**src/rtl/pc_seq_pkg.sv**
```systemverilog
// pc_seq_pkg: shared types for the frisc fetch/next-PC sequencer.
package pc_seq_pkg;
   localparam int XLEN = 32;
   typedef enum logic [2:0] {FETCH, WAIT, ISSUE, EXEC, ADDW, HALTED} state_t;
   typedef enum logic [1:0] {SEQ, IMM, JALR, HALT} kind_t;
   function automatic logic misaligned(input kind_t k, input logic [1:0] lo);
      return (k == IMM || k == JALR) && lo != 2'b00;
   endfunction
endpackage

```
**src/rtl/pc_seq.sv**
```systemverilog
// pc_seq: multi-cycle fetch/next-PC sequencer for frisc.
// Optional misaligned-target trap when PC_SEQ_MISALIGN_TRAP_EN is defined.
module pc_seq
   import pc_seq_pkg::*;
#(
   parameter logic [XLEN-1:0] RESET_PC = 32'h0000_0000
) (
   input  logic            clk,
   input  logic            reset,
   output logic            imem_req_valid,
   input  logic            imem_req_ready,
   output logic [XLEN-1:0] imem_req_addr,
   input  logic            imem_rsp_valid,
   input  logic [XLEN-1:0] imem_rsp_data,
   output logic            instr_valid,
   input  logic            instr_ready,
   output logic [XLEN-1:0] instr,
   output logic [XLEN-1:0] instr_pc,
   output logic [XLEN-1:0] pc_cur,
   input  logic            ex_done,
   input  logic [1:0]      ex_kind,
   input  logic [XLEN-1:0] jalr_target,
   input  logic [XLEN-1:0] add4,
   input  logic [XLEN-1:0] addimm,
   output logic            halted,
   output logic [XLEN-1:0] retired
`ifdef PC_SEQ_MISALIGN_TRAP_EN
   ,
   output logic            trap,
   output logic [XLEN-1:0] trap_pc
`endif
);
   state_t          state;
   kind_t           kind;
   logic [XLEN-1:0] pc, target, sel;

   // valids decode the state and are held low while reset is asserted
   assign imem_req_valid = !reset && state == FETCH;
   assign instr_valid    = !reset && state == ISSUE;
   assign imem_req_addr  = pc;
   assign pc_cur         = pc;

   always_comb sel = kind == SEQ ? add4 : kind == IMM ? addimm : target & ~32'h1;

   always_ff @(posedge clk)
      if (reset) begin
         state    <= FETCH;
         pc       <= RESET_PC;
         instr    <= '0;
         instr_pc <= '0;
         retired  <= '0;
         halted   <= 1'b0;
         kind     <= SEQ;
         target   <= '0;
`ifdef PC_SEQ_MISALIGN_TRAP_EN
         trap     <= 1'b0;
         trap_pc  <= '0;
`endif
      end else
         case (state)
            FETCH: if (imem_req_ready) state <= WAIT;
            WAIT:
               if (imem_rsp_valid) begin
                  instr    <= imem_rsp_data;
                  instr_pc <= pc;
                  state    <= ISSUE;
               end
            ISSUE: if (instr_ready) state <= EXEC;
            EXEC:
               if (ex_done) begin
                  kind   <= kind_t'(ex_kind);
                  target <= jalr_target;
                  state  <= ADDW;
               end
            ADDW: begin
               retired <= retired + 32'd1;
               if (kind == HALT) begin
                  halted <= 1'b1;
                  state  <= HALTED;
               end
`ifdef PC_SEQ_MISALIGN_TRAP_EN
               else if (misaligned(kind, sel[1:0])) begin
                  trap    <= 1'b1;
                  trap_pc <= sel;
                  halted  <= 1'b1;
                  state   <= HALTED;
               end
`endif
               else begin
                  pc    <= sel & ~32'h3;
                  state <= FETCH;
               end
            end
            HALTED: state <= HALTED;
            default: state <= FETCH;
         endcase
endmodule

```
**config.mk**
```make
export PLATFORM = sky130hd
export DESIGN_NAME = pc_seq
export DESIGN_NICKNAME = d
export VERILOG_FILES = /design/src/rtl/pc_seq_pkg.sv /design/src/rtl/pc_seq.sv
export SDC_FILE = /design/constraint.sdc
export NUM_CORES = 1
export LEC_CHECK = 0
export ABC_AREA = 1
export CAP_MARGIN = 25
export CORE_MARGIN = 2
export CORE_UTILIZATION = 38
export CTS_CLUSTER_SIZE = 28
export DETAILED_ROUTE_END_ITERATION = 12
export GPL_ROUTABILITY_DRIVEN = 0
export MAX_ROUTING_LAYER = met4
export PLACE_DENSITY = 0.8
export SETUP_SLACK_MARGIN = 0.3
export SYNTH_ARGS = -nofsm -noshare
export SYNTH_HDL_FRONTEND = slang
export SYNTH_SLANG_ARGS = --single-unit
```
**constraint.sdc**
```tcl
create_clock -name clk -period 1.5 [get_ports clk]
set_clock_uncertainty 0.2 [all_clocks]
set_input_delay 0.225 -clock clk [delete_from_list [all_inputs] [get_ports clk]]
set_output_delay 0.225 -clock clk [all_outputs]
set_load 0.02 [all_outputs]
```
==> impl_results.md <==
* Min-delay worst type: in -> reg
* Avg Synthesized Cell Area at 7.24 µm²
* Mapped Area at between 0.006 and 0.007 mm²
* Hold WS at ~0.16 ns
* Final WS setup at -0.226 ns
* Leakage Power at 5.10 nW
* PortBufs at ~290
* Die X at between 100 and 150 µm
* Grt met2 use at 42.1%
* Gr usage total at around a quarter
* Reg2reg end: state[0]$_SDFFE_PP0P_
* Starting density of the core at between 30% and 40%
* Critical path arrival at ~1.9 ns
* Worst Path Required at between 1.5 and 2 ns
* Top Ports at between 200 and 300
* Max cap viols at 0
* Core area at 0.0179 mm²
* Seq/Total Area, Yosys at 46.4%
* Status: finished with violations
* Hold-fix buffers, CTS at 0
* Most common cell after layout, fill and taps aside: nor2_1
* Met3 Track Usage GR at approximately 4.8%
* Post-Route WL at ~27000 µm
* Vias in the first global route at approximately 7200
* WP depth at 11
* Crit path max-delay family: buffers and inverters
* Hold path start: addimm[15]
* Initial antenna violation count at 0
* Flop-to-flop setup slack at -0.23 ns
* M1 GR Usage at between 30% and 40%
* Clock root cell: clkbuf_16
* CP max FO at 6
* Clk pin slew, worst setup/hold paths at 0.07 ns
* Max Buffers Root-to-Sink at 2
* Fin util at a little over 70%
* Initial drt markers at approximately 400
* H-tree depth at 4
* Most frequent cells in the layout: 173 x nor2_1, 148 x buf_6, 129 x clkdlybuf4s50_1
* Grt peak-use layer: met2
* Warnings from Yosys at 0
* Vias at ~8000
* Synth Register Bits at 160
* Critical R2R Launch: state[1]$_SDFFE_PP0P_
* Layout cell share with drive strength beyond 1 at between 40% and 50%
* Pins Over Slew Limit at 0
* DP Area at 0.0106 mm²
* Cts bufs inserted at 17
* PD cells at ~1100 mW/mm²
* Critical path start-end classification: reg -> reg
* CP Launch Type: flop
* Routed Antenna Nets at 0
* Pwr Total at approximately 0.014 W
* Largest stage delay, worst path at about 0.37 ns
* Synth cell types at 28
* Largest net degree at the start of global routing at 42
* Final setup vio count at 152
* Crit path time final at between 1.5 and 2 ns
* CP most frequent cell: buf_6
* Worst Setup SP: state[1]$_SDFFE_PP0P_
* Peak supply drop at slightly above 0.0009 V
* Dpl hpwl at ~18000 µm
* Worst setup path end: state[0]$_SDFFE_PP0P_
* Area of the die at a little under 0.02 mm²
* First-pass GRT wire length at roughly 38000 µm
* Routed WL per cell at ~18 µm
* Router iterations before antenna repair at 5
* FMAX at approximately 580 MHz
* CTS sink cnt at 160
* R2R depth at 11
* Non-filler cells, final at approximately 1500
* Cells after synthesis at 952
* # rows at between 40 and 50
* Worst path slowest cell: dfxtp_4
* RSZ-0062 raised after global routing: true
* CTS tree: yes
* Grt total ovfl at 0
* Area Overhead vs Synth at 83.5%
* Final Hold Vio Count at 0
* Worst path bufs/invs at 5
* Final Net Count at roughly 1400
* Die Y at approximately 140 µm
* Final period utilization at 115%
* CP endpoint kind: flop
* DR DRC count at 0
* Design area at about 0.013 mm²
* Failing checks: setup timing
* Placed cell count at 1459
* Vias per cell at 5.14
* Clk Latency, worst-skew pair at approximately 0.43 ns
* Critical path, cell by cell: buf_6, inv_4, nand2_4, nor2_4, buf_4, buf_6, buf_6, nand3_4, nand3_2, nand2_1, a21oi_2
registers in the layout, summed over array words and instances (netlist names):
signal         cells
retired           32
halted             1
state              3
instr             32
kind               2
imem_req_addr     30
instr_pc          30
target            30
worst min path at each step:
| stage | end | slack (ns) | cells after the start |
|---|---|---|---|
| 2_1_floorplan | imem_req_addr[31]$_SDFFE_PP0P_ | 0.18 | 2 |
| 3_3_place_gp | target[24]$_SDFFE_PP0P_ | 0.24 | 2 |
| 3_5_place_dp | target[24]$_SDFFE_PP0P_ | 0.24 | 2 |
| 4_1_cts | imem_req_addr[3]$_SDFFE_PP0P_ | 0.14 | 3 |
| 5_1_grt | imem_req_addr[26]$_SDFFE_PP0P_ | 0.16 | 3 |
| 6_report | imem_req_addr[15]$_SDFFE_PP0P_ | 0.16 | 3 |
cells in the mapped netlist:
cell type	count	area [µm²]
clkbuf_1	31	116
nand4_1	6	37.5
nor3b_2	1	12.5
buf_4	38	285
o21ai_0	117	586
o21ai_1	4	20.0
inv_1	48	180
nor2_2	7	43.8
nor3b_1	1	7.51
nor3_1	2	10.0
ha_1	1	12.5
nor2_1	201	754
nor2_4	2	22.5
a21oi_2	1	8.76
buf_2	21	105
a31oi_1	24	150
inv_2	2	7.51
a22oi_1	23	173
dfxtp_1	160	3200
nand3_1	55	275
a21oi_1	64	320
clkbuf_2	1	5.00
conb_1	1	3.75
clkinv_1	1	3.75
nand2_1	134	503
xnor2_1	3	26.3
nand3_2	2	20.0
buf_1	1	3.75
routing by layer:
metal  share of wire, %  up-vias  routed length, µm
li1                   -     3815                  -
met1                 41     3741              11100
met2                 50      336              13800
met3                5.4       62               1470
met4                3.4        0                916
met5                  0        -                  0
cells by family (layout without fill, tap and decap cells):
kind of cell	Yosys count	after routing	synth area share, %
other	1	7	0.0544
buffers and inverters	143	502	10.3
xor gates and xnor gates	3	3	0.381
AOI/OAI and AO/OA	233	233	18.2
adders and majority gates	1	1	0.181
and+or+nand+nor	411	411	24.5
DFF	160	160	46.4
report_power, final:
part / total (W) / internal [W] / leakage (nW) / switching (W)
Combinational: 0.00483 / 0.00241 / 3.44 / 0.00242
Clock: 0.00437 / 0.00227 / 0.292 / 0.00211
Sequential: 0.00524 / 0.00482 / 1.37 / 0.000421
Total: 0.0144 / 0.00949 / 5.10 / 0.00495
worst min-delay path, stage by stage:
cell	delay [ns]
clkdlybuf4s50_1	0.40
nand2_1	0.06
a31oi_1	0.06
final cells by class:
cell class              count  area [µm²]
fillers                  1326        5250
repair buffers            419        4470
multi-input cells         654        3610
flip-flops and latches    160        3470
clock buffers              17         425
well taps                 229         287
inverters                  51         209
clock inverters            15         183
diodes                      1        2.50
what timing repair did:
item | CTS | global route
resized for setup | 1072 | 129
pin swaps | 15 | 16
setup buffers | 27 | 16
endpoints found under the hold margin | 0 | 0
cloned | 1 | 10
setup endpoints to repair | 317 | 317
stage by stage:
stage	TNS, ns	setup WS (ns)
floorplan	0	0.0746
global placement	-35.44	-0.441
detailed placement	-35.42	-0.413
CTS	-8.87	-0.168
global route	-26.48	-0.320
finish	-14.82	-0.226
Note: power is estimated with default switching activity, not from simulation.
